**config.mk**
```make
export PLATFORM = sky130hd
export DESIGN_NAME = block_transfer_unit
export DESIGN_NICKNAME = d
export VERILOG_FILES = /design/src/rtl/block_transfer_unit.sv
export SDC_FILE = /design/constraint.sdc
export NUM_CORES = 1
export LEC_CHECK = 0
export BUFFER_PORTS_ARGS = -buffer_cell sky130_fd_sc_hd__buf_4
export CORE_MARGIN = 3
export CORE_UTILIZATION = 55
export CTS_CLUSTER_DIAMETER = 30
export CTS_CLUSTER_SIZE = 14
export DETAILED_ROUTE_END_ITERATION = 6
export PLACE_DENSITY = 0.84
export SYNTH_ARGS = -nofsm -noshare
export SYNTH_HDL_FRONTEND = slang
export SYNTH_SLANG_ARGS = --single-unit
```
**constraint.sdc**
```tcl
create_clock -name clk -period 6.8 [get_ports clk]
set_input_delay 1.36 -clock clk [delete_from_list [all_inputs] [get_ports clk]]
set_output_delay 1.36 -clock clk [all_outputs]
set_load 0.05 [all_outputs]
```
**src/rtl/block_transfer_unit.sv**
```systemverilog
// LDM/STM sequencer: walks a 16-bit register list lowest-first, moving one
// register per memory handshake, then optionally writes back the final base.
module block_transfer_unit #(
  parameter int N = 32
) (
  input  logic         clk,
  input  logic         rst_ni,
  input  logic         start_i,
  input  logic         load_i,
  input  logic [15:0]  reg_list_i,
  input  logic [N-1:0] base_i,
  input  logic [3:0]   base_reg_i,
  input  logic         increment_i,
  input  logic         before_i,
  input  logic         writeback_i,
  output logic         busy_o,
  output logic         done_o,
  output logic [3:0]   rf_read_addr_o,
  input  logic [N-1:0] rf_read_data_i,
  output logic [3:0]   rf_write_addr1_o,
  output logic [N-1:0] rf_write_data1_o,
  output logic         rf_write_enable1_o,
  output logic [3:0]   rf_write_addr2_o,
  output logic [N-1:0] rf_write_data2_o,
  output logic         rf_write_enable2_o,
  output logic         mem_req_o,
  output logic         mem_we_o,
  output logic [N-1:0] mem_addr_o,
  output logic [N-1:0] mem_wdata_o,
  input  logic         mem_ready_i,
  input  logic [N-1:0] mem_rdata_i
);

  typedef enum logic [1:0] {
    IDLE   = 2'd0,
    XFER   = 2'd1,
    FINISH = 2'd2
  } state_t;

  localparam logic [N-1:0] WORD = N'(4);

  state_t       state_q, state_d;
  logic         load_q, load_d;
  logic         wb_q, wb_d;
  logic [15:0]  mask_q, mask_d;
  logic [3:0]   base_reg_q, base_reg_d;
  logic [N-1:0] addr_q, addr_d;
  logic [N-1:0] final_q, final_d;

  logic [4:0]   count;
  logic [3:0]   cur_reg;
  logic [N-1:0] span;
  logic [N-1:0] start_addr;

  always_comb begin
    count = '0;
    for (int i = 0; i < 16; i++) begin
      count = count + {4'd0, reg_list_i[i]};
    end
  end

  // Lowest set bit of the remaining mask is the register being moved.
  always_comb begin
    cur_reg = '0;
    for (int i = 15; i >= 0; i--) begin
      if (mask_q[i]) begin
        cur_reg = 4'(i);
      end
    end
  end

  assign span = N'({count, 2'b00});

  // Decrement modes still walk upward, starting from the lowest address.
  always_comb begin
    start_addr = base_i - span + WORD;
    case ({increment_i, before_i})
      2'b10:   start_addr = base_i;
      2'b11:   start_addr = base_i + WORD;
      2'b01:   start_addr = base_i - span;
      default: start_addr = base_i - span + WORD;
    endcase
  end

  always_comb begin
    state_d    = state_q;
    load_d     = load_q;
    wb_d       = wb_q;
    mask_d     = mask_q;
    base_reg_d = base_reg_q;
    addr_d     = addr_q;
    final_d    = final_q;
    case (state_q)
      IDLE: begin
        if (start_i) begin
          load_d     = load_i;
          mask_d     = reg_list_i;
          base_reg_d = base_reg_i;
          addr_d     = start_addr;
          final_d    = increment_i ? (base_i + span) : (base_i - span);
          wb_d       = writeback_i & ~(load_i & reg_list_i[base_reg_i]);
          state_d    = (count != 5'd0) ? XFER : FINISH;
        end
      end
      XFER: begin
        if (mem_ready_i) begin
          mask_d = mask_q & (mask_q - 16'd1);
          addr_d = addr_q + WORD;
          if (mask_d == 16'd0) begin
            state_d = FINISH;
          end
        end
      end
      FINISH:  state_d = IDLE;
      default: state_d = IDLE;
    endcase
  end

  always_comb begin
    busy_o             = 1'b0;
    done_o             = 1'b0;
    rf_read_addr_o     = '0;
    rf_write_addr1_o   = '0;
    rf_write_data1_o   = '0;
    rf_write_enable1_o = 1'b0;
    rf_write_addr2_o   = '0;
    rf_write_data2_o   = '0;
    rf_write_enable2_o = 1'b0;
    mem_req_o          = 1'b0;
    mem_we_o           = 1'b0;
    mem_addr_o         = '0;
    mem_wdata_o        = '0;
    case (state_q)
      XFER: begin
        busy_o         = 1'b1;
        mem_req_o      = 1'b1;
        mem_we_o       = ~load_q;
        mem_addr_o     = {addr_q[N-1:2], 2'b00};
        rf_read_addr_o = cur_reg;
        if (load_q) begin
          rf_write_enable1_o = mem_ready_i;
          rf_write_addr1_o   = cur_reg;
          rf_write_data1_o   = mem_rdata_i;
        end else begin
          mem_wdata_o = rf_read_data_i;
        end
      end
      FINISH: begin
        busy_o             = 1'b1;
        done_o             = 1'b1;
        rf_write_enable2_o = wb_q;
        rf_write_addr2_o   = base_reg_q;
        rf_write_data2_o   = final_q;
      end
      default: ;
    endcase
  end

  always_ff @(posedge clk or negedge rst_ni) begin
    if (!rst_ni) begin
      state_q    <= IDLE;
      load_q     <= 1'b0;
      wb_q       <= 1'b0;
      mask_q     <= '0;
      base_reg_q <= '0;
      addr_q     <= '0;
      final_q    <= '0;
    end else begin
      state_q    <= state_d;
      load_q     <= load_d;
      wb_q       <= wb_d;
      mask_q     <= mask_d;
      base_reg_q <= base_reg_d;
      addr_q     <= addr_d;
      final_q    <= final_d;
    end
  end

endmodule

```
==> flow_metrics.py <==
metrics = {
    "floorplanning": {
        "core_um2": 16200,
        "dieArea_um2": 18500,
        "start_util_pct": 57.4,
        "die_x_um": 136,
        "num_rows": 46,
        "die_y_um": 136,
        "num_io_pins": 270,
    },
    "critical_path": {
        "cp_data_arrival_time_ns": 7.09,
        "worstPathRequired_ns": 7.06,
        "r2r_end": "addr_q[26]$_DFFE_PN0P_",
        "cp_num_buf_inv": 9,
        "path_max_fanout": 9,
        "critPathSlowestCell": "fa_1",
        "end_kind": "register",
        "cpMostUsedCell": "fa_1",
        "r2r-start": "state_q[1]$_DFFE_PN0P_",
        "critPathTopFamily": "adder cells",
        "reg2reg_depth": 11,
        "critPathLaunchType": "primary input",
        "crit_type": "in2reg",
        "slowest_delay_ns": 0.55,
        "reg2reg_slack_ns": 3.17,
    },
    "hold_path": {
        "hold_path_end": "final_q[19]$_DFFE_PN0P_",
        "hold_depth": 2,
        "hold_path_class": "reg2reg",
        "holdCritStartpoint": "final_q[19]$_DFFE_PN0P_",
    },
    "timing": {
        "final_max_slew_viol_count": 0,
        "post-route-min-period_ns": 6.84,
        "relSlewSlack_pct": 31.2,
        "tightest_slew_ns": 1.03,
        "rsz0062_at_grt": "true",
        "hold_violations": 0,
        "setup-violations-final": 3,
        "finalSetupTns_ns": -0.0418,
        "whs_ns": 0.476,
        "fin_skew_ns": 0.00684,
        "final.period_utilization_pct": 101,
        "clock.fmax_ghz": 0.146,
        "setup_ws_ns": -0.0350,
    },
    "pwr": {
        "power.density_nw_per_um2": 436,
        "pwr-share-comb_pct": 71.8,
        "p_int_uw": 2580,
        "switching_power_uw": 2970,
        "total_power_uw": 5560,
        "p_leak_uw": 0.00575,
        "p_sw_share_pct": 53.5,
        "vdd_drop_max_uv": 526,
        "clockPowerShare_pct": 9.2,
        "seqPwrFrac_pct": 19.0,
    },
    "synthesis": {
        "synth_top_cell_area_share_pct": 23.2,
        "syn-cell-area_um2": 9280,
        "netlist-cell-type-count": 74,
        "synth_flop_cell": "dfrtp_1",
        "synth-edff-count": 0,
        "netlist_top_cells_area": "dfrtp_1 23%, and2_1 7.1%, o21ai_0 5.4%",
        "synth-seq-cells": 86,
        "async_flop_share_pct": 100,
        "syn-instance-count": 1231,
        "syn_area_per_cell_um2": 7.54,
        "synth.yosys.seq_area_share_pct": 23.2,
        "synth_most_common_cell": "nand2_1",
        "synth_common_cells": "123 x nand2_1, 106 x and2_1, 100 x o21ai_0, 86 x dfrtp_1, 73 x clkbuf_1",
        "post-synth-top-area-cell": "dfrtp_1",
        "synth_warnings": 0,
    },
    "clocking": {
        "clockRootBuffer": "clkbuf_16",
        "cts_tree": "yes",
        "clk_pin_slew_ns": 0.07,
        "holdBufCountCts": 0,
        "clock_path_buffers": 2,
        "htreeDepth": 3,
        "cts_sinks": 86,
        "clk_latency_ns": 0.37,
        "cts_buffers": 9,
    },
    "route": {
        "drt_iter0_drc": 1164,
        "wl_per_cell_um": 20.1,
        "ant_nets": 0,
        "vias": 10878,
        "totalWireLength_um": 35200,
        "routed_via_density": 6.21,
        "dr.pass1.iters": 6,
        "drc": 0,
    },
    "grt": {
        "grt_overflow_total": 0,
        "grt_pass1_wl_um": 51500,
        "grt_pass1_vias": 9890,
        "grt_usage_pct": 35.2,
        "antenna_found_initial": 5,
        "grt_max_degree": 109,
    },
    "finish": {
        "nets": 1690,
        "nFillCells": 1161,
        "syn_to_final_growth_pct": 37.2,
        "drive_gt1_share_pct": 32.6,
    },
    "place": {
        "dp.final_hpwl_um": 25900,
        "place_congestion": 0.978,
        "port_buffers": 267,
    },
    "run_status": {
        "outcome": "finished, violations left",
        "violations": "setup timing",
    },
    "run": {
        "maxCapViolCount": 0,
    },
}
==> per-stage QoR <==
stage          area [µm²]  instances  util (%)  setup slack [ns]
6_report            12700       1752      78.7           -0.0350
5_1_grt             12700       1751      78.7            -0.245
4_1_cts             12400       1743      76.7           0.00303
3_5_place_dp        12100       1726      74.6            -0.479
3_3_place_gp        12100       1726      74.6            -0.381
2_1_floorplan        9390       1232         -            -0.165
==> worst min-delay path, delay by kind of cell (launching register included) <==
family	cells	cell delay [ns]
simple gates	1	0.04
compound gates	1	0.06
flops	1	0.34
==> placed cells by master (no fill, tap or decap), types with 10 or more instances in the layout <==
cell type,count
a21o_1,16
a21oi_1,71
a22o_1,10
and2_1,106
and3_1,44
buf_4,380
dfrtp_1,86
ha_1,17
inv_1,55
mux2_2,12
nand2_1,122
nand2b_1,10
nand3_1,41
nand4_1,16
nor2_1,63
nor3_1,32
nor4_1,13
o21ai_0,99
o22ai_1,18
o31ai_1,12
or3_1,13
xnor2_1,53
xor2_1,20
==> how the worst max path moves through the flow <==
stage                              start                     end  slack (ns)  depth (start not counted)
after detailed placement   reg_list_i[5]  addr_q[29]$_DFFE_PN0P_       -0.48                         24
after floorplan           reg_list_i[11]  addr_q[29]$_DFFE_PN0P_       -0.17                         23
after global placement     reg_list_i[0]  addr_q[29]$_DFFE_PN0P_       -0.38                         20
after global routing       reg_list_i[5]  addr_q[25]$_DFFE_PN0P_       -0.25                         27
after CTS                  reg_list_i[5]  addr_q[26]$_DFFE_PN0P_       0.003                         25
final                      reg_list_i[5]  addr_q[31]$_DFFE_PN0P_       -0.04                         27
==> metal layers <==
| layer | up-vias | wire (µm) | part of all wire [%] | global-route usage [%] |
|---|---|---|---|---|
| met1 | 5142 | 14200 | 40 | 47.6 |
| met2 | 611 | 16400 | 47 | 55.4 |
| met5 | - | 38 | 0.11 | 0 |
| li1 | 4993 | - | - | - |
| met4 | 6 | 1350 | 3.8 | 12.5 |
| met3 | 126 | 3230 | 9.2 | 8.07 |
==> cell families after synthesis <==
kind of cell / Yosys count / synth area share, %
flip-flops: 86 / 23.2
buffers and inverters: 156 / 6.67
other: 1 / 0.0404
AO/OA/AOI/OAI: 320 / 22.0
multiplexers: 25 / 3.53
XOR/XNOR: 78 / 7.36
AND/OR/NAND/NOR: 526 / 31.0
adder cells (fa/ha/maj): 39 / 6.15
==> area by class of cell <==
| type | instances | area [µm²] | area share [%] |
|---|---|---|---|
| well taps | 216 | 270 | 2.12 |
| multi-input cells | 990 | 6900 | 54.2 |
| repair buffers | 383 | 2890 | 22.7 |
| clock buffers | 9 | 225 | 1.77 |
| clock inverters | 7 | 65.1 | 0.511 |
| diodes | 1 | 2.50 | 0.0197 |
| flip-flops and latches | 86 | 2150 | 16.9 |
| inverters | 60 | 230 | 1.81 |
==> flip-flops by register name, summed over array words and instances, names as in the netlist <==
register and count:
wb_q 1, mask_q 16, base_reg_q 4, state_q 2
final_q 32, addr_q 30, load_q 1
==> repair_timing <==
| action | in CTS | in global routing |
|---|---|---|
| pin swaps | 8 | 17 |
| gates resized for setup | 6 | 55 |
| cloned | 0 | 0 |
| setup buffers | 1 | 8 |
| setup endpoints to repair | 10 | 26 |
==> power groups by stage <==
stage	Sequential (µW)	Clock, µW	Combinational [µW]
2_1_floorplan	923	0	2550
3_3_place_gp	1030	0	3520
3_5_place_dp	1050	0	3600
4_1_cts	1040	510	3660
5_1_grt	1090	532	4250
6_report	1060	511	3990
Note: power is estimated with default switching activity, not from simulation.
